===== config.mk =====
export PLATFORM = sky130hd
export DESIGN_NAME = imm_extend_pipe_flat
export DESIGN_NICKNAME = d
export VERILOG_FILES = /design/src/rtl/imm_extend_pipe_if.sv /design/src/rtl/imm_extend_pipe.sv /design/src/flat_wrapper.sv
export SDC_FILE = /design/constraint.sdc
export NUM_CORES = 1
export LEC_CHECK = 0
export BUFFER_PORTS_ARGS = -buffer_cell sky130_fd_sc_hd__buf_2
export CORE_ASPECT_RATIO = 1.5
export CORE_MARGIN = 3
export CORE_UTILIZATION = 46
export DETAILED_ROUTE_END_ITERATION = 6
export PLACE_DENSITY = 0.75
export SYNTH_ARGS = -nofsm -noshare
export SYNTH_HDL_FRONTEND = slang
export SYNTH_SLANG_ARGS = --single-unit

===== constraint.sdc =====
create_clock -name clk -period 1.3 [get_ports clk]
set_input_delay 0.26 -clock clk [delete_from_list [all_inputs] [get_ports clk]]
set_output_delay 0.26 -clock clk [all_outputs]
set_load 0.02 [all_outputs]

===== src/rtl/imm_extend_pipe_if.sv =====
// Handshake bundle for imm_extend_pipe: input immediate stream, output result stream, status.
// slave is the unit side; master is the producer/consumer side.
interface imm_extend_pipe_if #(
   parameter int unsigned IN_W  = 16,
   parameter int unsigned OUT_W = 32,
   parameter int unsigned CNT_W = 16
) ();
   logic             in_valid;
   logic             in_ready;
   logic [IN_W-1:0]  in_data;
   logic [1:0]       in_mode;
   logic             out_valid;
   logic             out_ready;
   logic [OUT_W-1:0] out_data;
   logic             bad_mode;
   logic [CNT_W-1:0] xfer_count;

   modport slave (
      input  in_valid, in_data, in_mode, out_ready,
      output in_ready, out_valid, out_data, bad_mode, xfer_count
   );

   modport master (
      output in_valid, in_data, in_mode, out_ready,
      input  in_ready, out_valid, out_data, bad_mode, xfer_count
   );
endinterface


===== src/rtl/imm_extend_pipe.sv =====
// Pipelined immediate extender with a 2-entry skid buffer, sticky bad-mode flag and transfer count.
// Define IMM_EXT_LUI_EN to enable upper placement (mode 2); otherwise mode 2 is treated as reserved.
module imm_extend_pipe #(
   parameter int unsigned IN_W  = 16,
   parameter int unsigned OUT_W = 32,
   parameter int unsigned CNT_W = 16
) (
   input logic              clk,
   input logic              rst_n,
   imm_extend_pipe_if.slave bus
);
   localparam int unsigned PAD = OUT_W - IN_W;

   logic             mainValid_q, mainValid_d;
   logic [OUT_W-1:0] mainData_q, mainData_d;
   logic             skidValid_q, skidValid_d;
   logic [OUT_W-1:0] skidData_q, skidData_d;
   logic             inReady_q, inReady_d;
   logic             badMode_q, badMode_d;
   logic [CNT_W-1:0] xferCount_q, xferCount_d;

   logic             accept;
   logic             drain;
   logic [OUT_W-1:0] extData;
   logic             extBad;

   assign accept = bus.in_valid && inReady_q;
   assign drain  = mainValid_q && bus.out_ready;

   always_comb begin
      extData = {{PAD{1'b0}}, bus.in_data};
      extBad  = 1'b0;
      case (bus.in_mode)
         2'd0: extData = {{PAD{bus.in_data[IN_W-1]}}, bus.in_data};
         2'd1: extData = {{PAD{1'b0}}, bus.in_data};
`ifdef IMM_EXT_LUI_EN
         2'd2: extData = {bus.in_data, {PAD{1'b0}}};
`else
         2'd2: extBad = 1'b1;
`endif
         default: extBad = 1'b1;
      endcase
   end

   always_comb begin
      mainValid_d = mainValid_q;
      mainData_d  = mainData_q;
      skidValid_d = skidValid_q;
      skidData_d  = skidData_q;
      badMode_d   = badMode_q | (accept & extBad);
      xferCount_d = drain ? xferCount_q + CNT_W'(1) : xferCount_q;
      if (drain) begin
         if (skidValid_q) begin
            // Skid full implies in_ready was low, so no accept can coincide here.
            mainData_d  = skidData_q;
            skidValid_d = 1'b0;
         end else if (accept) begin
            mainData_d = extData;
         end else begin
            mainValid_d = 1'b0;
         end
      end else if (accept) begin
         if (!mainValid_q) begin
            mainValid_d = 1'b1;
            mainData_d  = extData;
         end else begin
            skidValid_d = 1'b1;
            skidData_d  = extData;
         end
      end
      inReady_d = !skidValid_d;
   end

   always_ff @(posedge clk or negedge rst_n) begin
      if (!rst_n) begin
         mainValid_q <= 1'b0;
         mainData_q  <= '0;
         skidValid_q <= 1'b0;
         skidData_q  <= '0;
         inReady_q   <= 1'b1;
         badMode_q   <= 1'b0;
         xferCount_q <= '0;
      end else begin
         mainValid_q <= mainValid_d;
         mainData_q  <= mainData_d;
         skidValid_q <= skidValid_d;
         skidData_q  <= skidData_d;
         inReady_q   <= inReady_d;
         badMode_q   <= badMode_d;
         xferCount_q <= xferCount_d;
      end
   end

   assign bus.in_ready   = inReady_q;
   assign bus.out_valid  = mainValid_q;
   assign bus.out_data   = mainData_q;
   assign bus.bad_mode   = badMode_q;
   assign bus.xfer_count = xferCount_q;
endmodule


===== src/flat_wrapper.sv =====
// flat-port wrapper written by rule: the top's interface ports become plain ports
module imm_extend_pipe_flat 
#(
   parameter int unsigned IN_W  = 16,
   parameter int unsigned OUT_W = 32,
   parameter int unsigned CNT_W = 16
)
  (clk, rst_n, bus_in_valid, bus_in_data, bus_in_mode, bus_out_ready, bus_in_ready, bus_out_valid, bus_out_data, bus_bad_mode, bus_xfer_count);
  imm_extend_pipe_if #(.IN_W(IN_W), .OUT_W(OUT_W), .CNT_W(CNT_W)) bus_i ();
  input logic clk;
  input logic rst_n;
  input wire logic [$bits(bus_i.in_valid)-1:0] bus_in_valid;
  input wire logic [$bits(bus_i.in_data)-1:0] bus_in_data;
  input wire logic [$bits(bus_i.in_mode)-1:0] bus_in_mode;
  input wire logic [$bits(bus_i.out_ready)-1:0] bus_out_ready;
  output wire logic [$bits(bus_i.in_ready)-1:0] bus_in_ready;
  output wire logic [$bits(bus_i.out_valid)-1:0] bus_out_valid;
  output wire logic [$bits(bus_i.out_data)-1:0] bus_out_data;
  output wire logic [$bits(bus_i.bad_mode)-1:0] bus_bad_mode;
  output wire logic [$bits(bus_i.xfer_count)-1:0] bus_xfer_count;
  assign bus_i.in_valid = bus_in_valid;
  assign bus_i.in_data = bus_in_data;
  assign bus_i.in_mode = bus_in_mode;
  assign bus_i.out_ready = bus_out_ready;
  assign bus_in_ready = bus_i.in_ready;
  assign bus_out_valid = bus_i.out_valid;
  assign bus_out_data = bus_i.out_data;
  assign bus_bad_mode = bus_i.bad_mode;
  assign bus_xfer_count = bus_i.xfer_count;
  imm_extend_pipe #(.IN_W(IN_W), .OUT_W(OUT_W), .CNT_W(CNT_W)) u_core (.clk(clk), .rst_n(rst_n), .bus(bus_i));
endmodule

==> flow_summary.html, run 1 <==
<table>
<tr><th>Metric</th><th>Value</th></tr>
<tr><th colspan="2">Routing</th></tr>
<tr><td>Detail-routed via count per cell</td><td>5.048</td></tr>
<tr><td>Initial DRC count</td><td>81</td></tr>
<tr><td>DR vias</td><td>1777</td></tr>
<tr><td>Drt total wl</td><td>5283 um</td></tr>
<tr><td>Antenna violation net count after detailed routing</td><td>0</td></tr>
<tr><td>Routed WL per cell</td><td>15.01 um</td></tr>
<tr><td>Remaining DRCs</td><td>0</td></tr>
<tr><td>Detailed Routing Iterations Pass 1</td><td>6</td></tr>
<tr><th colspan="2">Critical path</th></tr>
<tr><td>Endpoint class of the critical path</td><td>flip-flop</td></tr>
<tr><td>Critical path startpoint category</td><td>flip-flop</td></tr>
<tr><td>Data arrival time of the critical path</td><td>1570 ps</td></tr>
<tr><td>Number of cells traversed by the worst register-to-register path</td><td>6</td></tr>
<tr><td>Launching point of the worst reg2reg path</td><td>u_core.bus.in_ready$_DFF_PN1_</td></tr>
<tr><td>WP data required</td><td>around 1500 ps</td></tr>
<tr><td>Reg2Reg Capture Point</td><td>u_core.bus.out_data[2]$_DFFE_PN0P_</td></tr>
<tr><td>Kind of critical path</td><td>flip-flop to flip-flop</td></tr>
<tr><td>Setup slack of the most critical reg-to-reg path</td><td>-70 ps</td></tr>
<tr><td>Critical-path maximum fanout</td><td>9</td></tr>
<tr><th colspan="2">Power</th></tr>
<tr><td>Leakage power</td><td>0.001757 uW</td></tr>
<tr><td>Switching portion of total power</td><td>38.47%</td></tr>
<tr><td>Share of power burned in combinational logic</td><td>50.2%</td></tr>
<tr><td>Total Power Consumption</td><td>7647 uW</td></tr>
<tr><td>Power density cells</td><td>roughly 2300 nW/um2</td></tr>
<tr><td>Power dissipated by switching net loads</td><td>2941 uW</td></tr>
<tr><td>Largest vdd supply drop</td><td>1.131 mV</td></tr>
<tr><td>Internal power consumption</td><td>between 4000 and 5000 uW</td></tr>
<tr><td>Clock network fraction of total power</td><td>roughly an eighth</td></tr>
<tr><td>Fraction of power consumed by sequential logic</td><td>a little under two fifths</td></tr>
<tr><th colspan="2">STA</th></tr>
<tr><td>Post-Route Setup TNS</td><td>-1256 ps</td></tr>
<tr><td>F_max</td><td>729.8 MHz</td></tr>
<tr><td>Final-report max-slew violation count</td><td>0</td></tr>
<tr><td>Time the final worst path needs with I/O delays and setup</td><td>about 1400 ps</td></tr>
<tr><td>Share of the cycle needed by the critical path after routing</td><td>105.4%</td></tr>
<tr><td>RSZ-0062 raised after global routing</td><td>yes</td></tr>
<tr><td>Worst hold slack across all endpoints</td><td>192.2 ps</td></tr>
<tr><td>Final-report hold violation count</td><td>0</td></tr>
<tr><td>Worst clock skew on the final layout</td><td>5.965 ps</td></tr>
<tr><td>Crit path setup slack, layout</td><td>-70.15 ps</td></tr>
<tr><td>Actual slew at the worst max-slew pin</td><td>290.7 ps</td></tr>
<tr><td>Worst-case headroom to the max-slew limit</td><td>approximately four fifths</td></tr>
<tr><td>Setup violation total in the final timing report</td><td>35</td></tr>
<tr><th colspan="2">Global routing</th></tr>
<tr><td>Total routing resource utilization after global routing</td><td>16.08%</td></tr>
<tr><td>Via count of the first global-routing pass</td><td>between 1500 and 2000</td></tr>
<tr><td>Number of antenna violations at the first check in global routing</td><td>0</td></tr>
<tr><td>Remaining Overflow, GRT</td><td>0</td></tr>
<tr><td>Largest net degree at the start of global routing</td><td>55</td></tr>
<tr><td>Global-route wire length before repair</td><td>7776 um</td></tr>
<tr><th colspan="2">Synth</th></tr>
<tr><td>Commonest register cell after synthesis</td><td>sky130_fd_sc_hd__dfrtp_1</td></tr>
<tr><td>Count of yosys warnings during synthesis</td><td>0</td></tr>
<tr><td>Seq/Total Area, Yosys</td><td>between 50 and 60%</td></tr>
<tr><td>Share of flip-flops with an asynchronous set or reset</td><td>100.0%</td></tr>
<tr><td>Number of synthesized flops with an enable pin</td><td>0</td></tr>
<tr><td>Synth top area cells</td><td>sky130_fd_sc_hd__dfrtp_1, sky130_fd_sc_hd__mux2i_1, sky130_fd_sc_hd__mux2_4</td></tr>
<tr><td>Area share of the largest cell type after synthesis</td><td>54.11%</td></tr>
<tr><td>Number of storage elements in the synthesis netlist</td><td>54</td></tr>
<tr><td>Post-synth top area cell</td><td>sky130_fd_sc_hd__dfrtp_1</td></tr>
<tr><td>Mapped Cells</td><td>198</td></tr>
<tr><td>List of most frequent post-synthesis cells</td><td>sky130_fd_sc_hd__dfrtp_1, sky130_fd_sc_hd__nand2_1, sky130_fd_sc_hd__o21ai_0</td></tr>
<tr><td>Top-count cell post-synth</td><td>sky130_fd_sc_hd__dfrtp_1</td></tr>
<tr><td>Library cells used by synthesis</td><td>29</td></tr>
<tr><td>Post-synth net total</td><td>about 220</td></tr>
<tr><td>Synthesized area per cell</td><td>12.38 um2</td></tr>
<tr><td>Synthesized area</td><td>~2500 um2</td></tr>
<tr><th colspan="2">Status</th></tr>
<tr><td>Run status</td><td>finished, violations left</td></tr>
<tr><td>Violated checks</td><td>negative setup slack</td></tr>
<tr><th colspan="2">Die</th></tr>
<tr><td>Die Span X</td><td>around 66 um</td></tr>
<tr><td>I/O pin total</td><td>73</td></tr>
<tr><td>Vertical die dimension</td><td>between 90 and 100 um</td></tr>
<tr><td>Site Rows</td><td>31</td></tr>
<tr><td>Area of the die</td><td>roughly 6300 um2</td></tr>
<tr><td>Core Footprint</td><td>approximately 5000 um2</td></tr>
<tr><td>Initial standard-cell utilization of the core</td><td>48.99%</td></tr>
<tr><th colspan="2">Worst hold path</th></tr>
<tr><td>Hold worst-path end</td><td>u_core.skidData_q[4]$_DFFE_PN0P_</td></tr>
<tr><td>Worst hold stages</td><td>2</td></tr>
<tr><td>Origin of the worst min-delay path</td><td>bus_in_data[4]</td></tr>
<tr><td>HP Class</td><td>input port to flip-flop</td></tr>
<tr><th colspan="2">Finish</th></tr>
<tr><td>Number of filler cells placed in the layout</td><td>376</td></tr>
<tr><td>Post-route insts no fill</td><td>352</td></tr>
<tr><td>Antenna diodes</td><td>0</td></tr>
<tr><td>Layout area overhead</td><td>37.98%</td></tr>
<tr><td>Final-stage net count</td><td>308</td></tr>
<tr><td>Proportion of layout cells with a drive suffix above 1</td><td>a little under three fifths</td></tr>
<tr><th colspan="2">Clock tree</th></tr>
<tr><td>Register clock-pin slew on the reported worst setup and hold paths</td><td>100 ps</td></tr>
<tr><td>Sinks on Clock Net</td><td>54</td></tr>
<tr><td>CTS buffer count</td><td>5</td></tr>
<tr><td>Clk Latency, worst-skew pair</td><td>310 ps</td></tr>
<tr><td>Buffer cell driving the clock tree root</td><td>sky130_fd_sc_hd__clkbuf_8</td></tr>
<tr><td>Largest buffer count on any clock path</td><td>2</td></tr>
<tr><td>Total number of H-tree levels</td><td>2</td></tr>
<tr><td>CTS tree</td><td>done</td></tr>
<tr><th colspan="2">Placement</th></tr>
<tr><td>HPWL after DPL</td><td>3413 um</td></tr>
<tr><td>Placed cells</td><td>between 300 and 400</td></tr>
<tr><td>Routability congestion estimate</td><td>0.7210</td></tr>
<tr><td>Port bufs</td><td>72</td></tr>
<tr><th colspan="2">Run</th></tr>
<tr><td>Max Cap Violations</td><td>0</td></tr>
</table>
[cells in the final DEF, fill, tap and decap left out, types with 3 or more instances in the layout]
master	instances
sky130_fd_sc_hd__mux2_4	9
sky130_fd_sc_hd__xnor2_1	12
sky130_fd_sc_hd__dfrtp_2	12
sky130_fd_sc_hd__xor2_1	3
sky130_fd_sc_hd__buf_2	55
sky130_fd_sc_hd__dfrtp_1	41
sky130_fd_sc_hd__buf_4	16
sky130_fd_sc_hd__nand2_2	7
sky130_fd_sc_hd__inv_1	3
sky130_fd_sc_hd__o21ai_2	4
sky130_fd_sc_hd__mux2i_1	17
sky130_fd_sc_hd__buf_12	5
sky130_fd_sc_hd__clkbuf_8	6
sky130_fd_sc_hd__mux2_2	9
sky130_fd_sc_hd__o21ai_1	9
sky130_fd_sc_hd__buf_6	22
sky130_fd_sc_hd__nand2_4	3
sky130_fd_sc_hd__nand2_1	14
sky130_fd_sc_hd__nand4_1	3
sky130_fd_sc_hd__nand3_1	8
sky130_fd_sc_hd__o21ai_0	5
[flip-flops by register name (all words and copies together), names as in the netlist]
name,count
u_core.bus.bad_mode,1
u_core.bus.in_ready,1
u_core.bus.out_data,17
u_core.bus.out_valid,1
u_core.bus.xfer_count,16
u_core.skidData_q,17
u_core.skidValid_q,1
[worst max path at each step]
stage	cells past startpoint	to	slack [ps]	startpoint
2_1_floorplan	4	u_core.skidData_q[10]$_DFFE_PN0P_	-70	u_core.bus.out_valid$_DFFE_PN0P_
5_1_grt	5	u_core.bus.out_data[5]$_DFFE_PN0P_	-120	u_core.bus.in_ready$_DFF_PN1_
3_5_place_dp	4	u_core.skidData_q[9]$_DFFE_PN0P_	1	u_core.bus.out_valid$_DFFE_PN0P_
4_1_cts	6	u_core.bus.out_data[9]$_DFFE_PN0P_	-40	u_core.bus.in_ready$_DFF_PN1_
6_report	6	u_core.bus.out_data[2]$_DFFE_PN0P_	-70	u_core.bus.in_ready$_DFF_PN1_
3_3_place_gp	5	u_core.bus.xfer_count[14]$_DFFE_PN0P_	30	u_core.bus.xfer_count[0]$_DFFE_PN0P_
[what timing repair did]
| action | 4_1_cts | 5_1_grt |
|---|---|---|
| gates cloned | 0 | 3 |
| pin swaps | 1 | 7 |
| hold buffers | 1 | 0 |
| endpoints found under the setup margin | 21 | 68 |
| setup buffers | 1 | 5 |
| gates resized for setup | 6 | 72 |
| hold endpoints to repair | 53 | 0 |
[layer usage]
layer | share of wire [%] | wire [um] | track usage, %
met4 | 1.1 | 59 | 5.190
met1 | 38 | 1986 | 19.57
met3 | 5.2 | 277 | 3.184
met5 | 0 | 0 | 0
met2 | 56 | 2959 | 28.32
[power by group through the flow]
stage,clock (uW),sequential [uW],combinational (uW)
finish,999,2810,3840
CTS,1030,2780,3060
global route,1110,2890,4100
global placement,0,2790,2910
floorplan,0,3280,1660
detailed placement,0,2810,2980
[final cells by class]
type                            count  area [um2]  area share (%)
Clock buffer                        6       82.58           2.442
Sequential cell                    54        1368           40.44
Timing Repair Buffer              101       803.3           23.75
Multi-Input combinational cell    120        1018           30.11
Clock inverter                      2       16.27          0.4809
Inverter                            3       11.26          0.3330
Tap cell                           66       82.58           2.442
[kinds of logic after synthesis]
logic type	Yosys count	share of synthesized area [%]
simple gates	49	11.28
mux	35	16.59
flops	54	55.18
compound gates	20	4.339
xor+xnor	15	5.360
buf+inv	24	6.738
fa+ha+maj	1	0.5104
[stage by stage]
stage | utilization, % | area (um2) | worst slack [ps]
2_1_floorplan | - | 2485 | -68.51
3_3_place_gp | 59.14 | 2959 | 34.30
3_5_place_dp | 59.14 | 2959 | 1.209
4_1_cts | 61.82 | 3093 | -41.06
5_1_grt | 67.59 | 3382 | -121.0
6_report | 67.59 | 3382 | -70.15
[worst max-delay path: stages (launching register included)]
cell	delay, ps
sky130_fd_sc_hd__dfstp_2	550
sky130_fd_sc_hd__buf_6	110
sky130_fd_sc_hd__nand2_4	50
sky130_fd_sc_hd__a21o_4	250
sky130_fd_sc_hd__clkbuf_16	170
sky130_fd_sc_hd__nand2_1	60
sky130_fd_sc_hd__o21ai_0	70
(Power assumes the default switching activity.)
==> inputs of run 2 (changes only) <==
- clock period: 1.3 -> 1.12 ns (I/O delays scaled with it)
==> run 2 against run 1 <==
Net effect: the run still ends with negative setup slack left; clock skew is 4.7 ps higher; critical path depth is 2 lower; setup slack worse by 170 ps; die area stayed put; sequential power is 19% higher; fmax is 1.0% higher; clock power is 33% higher; largest cell class unchanged; highest routed layer unchanged.
==> flow_summary.html, run 2 (synthesized netlist as in run 1, its figures left out) <==
<table>
<tr><th>Metric</th><th>Value</th></tr>
<tr><th colspan="2">Clock tree</th></tr>
<tr><td>CTS tree</td><td>done (unchanged)</td></tr>
<tr><td>Clk Latency, worst-skew pair</td><td>310 ps (about the same)</td></tr>
<tr><td>CTS buffer count</td><td>5 (unchanged)</td></tr>
<tr><td>Sinks on Clock Net</td><td>54 (unchanged)</td></tr>
<tr><td>Buffer cell driving the clock tree root</td><td>sky130_fd_sc_hd__clkbuf_8 (unchanged)</td></tr>
<tr><td>Largest buffer count on any clock path</td><td>2 (unchanged)</td></tr>
<tr><td>Register clock-pin slew on the reported worst setup and hold paths</td><td>110 ps (was 100 ps)</td></tr>
<tr><td>Total number of H-tree levels</td><td>2 (unchanged)</td></tr>
<tr><th colspan="2">Placement</th></tr>
<tr><td>HPWL after DPL</td><td>3770 um (was 3413 um)</td></tr>
<tr><td>Routability congestion estimate</td><td>0.7123 (was 0.7210)</td></tr>
<tr><td>Cell area after placement</td><td>3049 um2 (was 2959 um2)</td></tr>
<tr><td>Port bufs</td><td>72 (unchanged)</td></tr>
<tr><td>Post-placement setup slack</td><td>-183.3 ps (was 1.209 ps)</td></tr>
<tr><th colspan="2">Worst hold path</th></tr>
<tr><td>HP Class</td><td>input port to flip-flop (unchanged)</td></tr>
<tr><td>Origin of the worst min-delay path</td><td>bus_in_data[11] (was bus_in_data[4])</td></tr>
<tr><th colspan="2">Die</th></tr>
<tr><td>Initial standard-cell utilization of the core</td><td>48.99% (unchanged)</td></tr>
<tr><td>I/O pin total</td><td>73 (unchanged)</td></tr>
<tr><td>Site Rows</td><td>31 (unchanged)</td></tr>
<tr><td>Vertical die dimension</td><td>95.40 um (unchanged)</td></tr>
<tr><td>Area of the die</td><td>6258 um2 (unchanged)</td></tr>
<tr><td>Die Span X</td><td>65.60 um (unchanged)</td></tr>
<tr><td>Core Footprint</td><td>5004 um2 (unchanged)</td></tr>
<tr><th colspan="2">Critical path</th></tr>
<tr><td>CP top delay family</td><td>flip-flops (unchanged)</td></tr>
<tr><td>Largest stage delay, worst path</td><td>430 ps (was 550 ps)</td></tr>
<tr><td>Critical path startpoint category</td><td>flip-flop (unchanged)</td></tr>
<tr><td>Critical Path Slowest Stage Cell</td><td>sky130_fd_sc_hd__dfrtp_2 (was sky130_fd_sc_hd__dfstp_2)</td></tr>
<tr><td>Critical-path maximum fanout</td><td>9 (unchanged)</td></tr>
<tr><td>Endpoint class of the critical path</td><td>flip-flop (unchanged)</td></tr>
<tr><td>Buffer and inverter count on the worst path</td><td>1 (was 2)</td></tr>
<tr><td>Kind of critical path</td><td>flip-flop to flip-flop (unchanged)</td></tr>
<tr><td>Data arrival time of the critical path</td><td>1550 ps (was 1570 ps)</td></tr>
<tr><td>Crit path cell chain</td><td>nor2b_4, nand3_4, buf_12, mux2_4 (was buf_6, nand2_4, a21o_4, clkbuf_16, nand2_1, o21ai_0)</td></tr>
<tr><td>WP data required</td><td>1320 ps (was 1500 ps)</td></tr>
<tr><td>Launching point of the worst reg2reg path</td><td>u_core.bus.out_valid$_DFFE_PN0P_ (was u_core.bus.in_ready$_DFF_PN1_)</td></tr>
<tr><td>Launching instance or port of the critical path</td><td>u_core.bus.out_valid$_DFFE_PN0P_ (was u_core.bus.in_ready$_DFF_PN1_)</td></tr>
<tr><th colspan="2">Finish</th></tr>
<tr><td>Share of the core filled with cells in the final layout</td><td>79.59% (was 67.59%)</td></tr>
<tr><td>Antenna diodes</td><td>0 (unchanged)</td></tr>
<tr><td>Leading cell types in the layout, fill and taps excluded</td><td>sky130_fd_sc_hd__buf_6, sky130_fd_sc_hd__dfrtp_1, sky130_fd_sc_hd__buf_2 (was sky130_fd_sc_hd__buf_2, sky130_fd_sc_hd__dfrtp_1, sky130_fd_sc_hd__buf_6)</td></tr>
<tr><td>Total non-filler cell area in the finished layout</td><td>3983 um2 (was 3382 um2)</td></tr>
<tr><td>Proportion of layout cells with a drive suffix above 1</td><td>69.57% (was 57.34%)</td></tr>
<tr><td>Most common cell after layout, fill and taps aside</td><td>sky130_fd_sc_hd__buf_6 (was sky130_fd_sc_hd__buf_2)</td></tr>
<tr><td>Final-stage net count</td><td>344 (was 308)</td></tr>
<tr><td>Layout area overhead</td><td>62.48% (was 37.98%)</td></tr>
<tr><th colspan="2">STA</th></tr>
<tr><td>Actual slew at the worst max-slew pin</td><td>273.2 ps (was 290.7 ps)</td></tr>
<tr><td>Setup violation total in the final timing report</td><td>79 (was 35)</td></tr>
<tr><td>Time the final worst path needs with I/O delays and setup</td><td>1357 ps (was 1370 ps)</td></tr>
<tr><td>RSZ-0062 raised after global routing</td><td>yes (unchanged)</td></tr>
<tr><td>Crit path setup slack, layout</td><td>-236.7 ps (was -70.15 ps)</td></tr>
<tr><td>Worst-case headroom to the max-slew limit</td><td>81.65% (was 80.62%)</td></tr>
<tr><td>Final-report max-slew violation count</td><td>0 (unchanged)</td></tr>
<tr><td>Share of the cycle needed by the critical path after routing</td><td>121.1% (was 105.4%)</td></tr>
<tr><td>Worst clock skew on the final layout</td><td>10.65 ps (was 5.965 ps)</td></tr>
<tr><td>Post-Route Setup TNS</td><td>-11410 ps (was -1256 ps)</td></tr>
<tr><td>Final-report hold violation count</td><td>0 (unchanged)</td></tr>
<tr><td>F_max</td><td>737.1 MHz (was 729.8 MHz)</td></tr>
<tr><th colspan="2">Power</th></tr>
<tr><td>Fraction of power consumed by sequential logic</td><td>32.2% (was 36.8%)</td></tr>
<tr><td>Clock network fraction of total power</td><td>12.9% (was 13.1%)</td></tr>
<tr><td>Switching portion of total power</td><td>38.03% (was 38.47%)</td></tr>
<tr><td>Leakage power</td><td>0.002030 uW (was 0.001757 uW)</td></tr>
<tr><td>Share of power burned in combinational logic</td><td>54.9% (was 50.2%)</td></tr>
<tr><td>Internal power consumption</td><td>6406 uW (was 4705 uW)</td></tr>
<tr><td>Largest vdd supply drop</td><td>1.407 mV (was 1.131 mV)</td></tr>
<tr><td>Power dissipated by switching net loads</td><td>3932 uW (was 2941 uW)</td></tr>
<tr><td>Power density cells</td><td>2596 nW/um2 (was 2261 nW/um2)</td></tr>
<tr><th colspan="2">Routing</th></tr>
<tr><td>Detailed Routing Iterations Pass 1</td><td>4 (was 6)</td></tr>
<tr><td>Remaining DRCs</td><td>0 (unchanged)</td></tr>
<tr><td>Antenna violation net count after detailed routing</td><td>0 (unchanged)</td></tr>
<tr><td>DR vias</td><td>1983 (was 1777)</td></tr>
<tr><td>Routed WL per cell</td><td>17.83 um (was 15.01 um)</td></tr>
<tr><td>Detail-routed via count per cell</td><td>5.111 (was 5.048)</td></tr>
<tr><td>Drt total wl</td><td>6919 um (was 5283 um)</td></tr>
<tr><td>Initial DRC count</td><td>61 (was 81)</td></tr>
<tr><th colspan="2">Global routing</th></tr>
<tr><td>Global-route wire length before repair</td><td>9397 um (was 7776 um)</td></tr>
<tr><td>Via count of the first global-routing pass</td><td>2012 (was 1710)</td></tr>
<tr><td>Largest net degree at the start of global routing</td><td>27 (was 55)</td></tr>
<tr><td>Total routing resource utilization after global routing</td><td>19.85% (was 16.08%)</td></tr>
<tr><td>Number of antenna violations at the first check in global routing</td><td>0 (unchanged)</td></tr>
<tr><td>Remaining Overflow, GRT</td><td>0 (unchanged)</td></tr>
<tr><th colspan="2">Status</th></tr>
<tr><td>Violated checks</td><td>negative setup slack (unchanged)</td></tr>
<tr><td>Run status</td><td>finished, violations left (unchanged)</td></tr>
<tr><th colspan="2">Run</th></tr>
<tr><td>Max Cap Violations</td><td>0 (unchanged)</td></tr>
</table>
[run 2: cell types whose count changed in the layout (fill, tap and decap cells not counted), moves of 6 or more]
cell and change:
sky130_fd_sc_hd__nand2_1 -9, sky130_fd_sc_hd__buf_2 -17, sky130_fd_sc_hd__nand2_4 +6, sky130_fd_sc_hd__buf_4 +21, sky130_fd_sc_hd__buf_6 +29
[run 2: stage by stage]
step                      hold WS, ps  total power (uW)  instances
after floorplan                -71.59              5845        198
after global placement          97.14              6740        345
after detailed placement        98.51              6877        345
after CTS                       153.0              8908        367
after global routing            146.5             10870        388
final                           155.1             10340        388
[run 2: worst paths after layout]
path	to	slack, ps	cells after the start
max	u_core.skidData_q[10]$_DFFE_PN0P_	-240	4
min	u_core.skidData_q[11]$_DFFE_PN0P_	160	2
max reg2reg	u_core.skidData_q[10]$_DFFE_PN0P_	-240	4
min reg2reg	u_core.bus.bad_mode$_DFF_PN0_	480	1
max in group asynchronous	u_core.bus.in_ready$_DFF_PN1_	400	3
min in group asynchronous	u_core.bus.xfer_count[12]$_DFFE_PN0P_	300	2
[run 2: final cells by class]
type / instances / area (um2)
Clock buffer: 5 / 68.82
Clock inverter: 3 / 45.04
Fill cell: 283 / 1021
Inverter: 3 / 11.26
Multi-Input combinational cell: 120 / 1157
Sequential cell: 54 / 1370
Tap cell: 66 / 82.58
Timing Repair Buffer: 137 / 1247
[run 2: routing by layer]
layer | vias to the layer above | share of wire [%] | track usage, %
li1 | 912 | - | -
met1 | 992 | 33 | 19.78
met2 | 63 | 60 | 38.38
met3 | 16 | 4.5 | 4.481
met4 | 0 | 2.7 | 8.478
met5 | - | 0 | 0
[run 2: power groups by stage]
stage	Combinational (uW)	Clock [uW]	Sequential [uW]
floorplan	2020	0	3830
global placement	3510	0	3230
detailed placement	3610	0	3270
CTS	4340	1340	3220
global route	6010	1440	3420
finish	5680	1330	3330
[run 2: worst register-to-register path, delay by kind of cell, from the launching register on]
kind                   cells  cell delay (ps)
flip-flops                 1              430
multiplexers               1              310
AND/OR/NAND/NOR            2              350
buffers and inverters      1              160
[run 2: timing repair]
| item | 4_1_cts | 5_1_grt |
|---|---|---|
| setup endpoints to repair | 80 | 92 |
| cloned | 1 | 3 |
| hold endpoints to repair | 17 | 0 |
| buffers inserted | 13 | 18 |
| gates resized for setup | 74 | 75 |
| hold buffers | 1 | 0 |
| pin swaps | 11 | 24 |
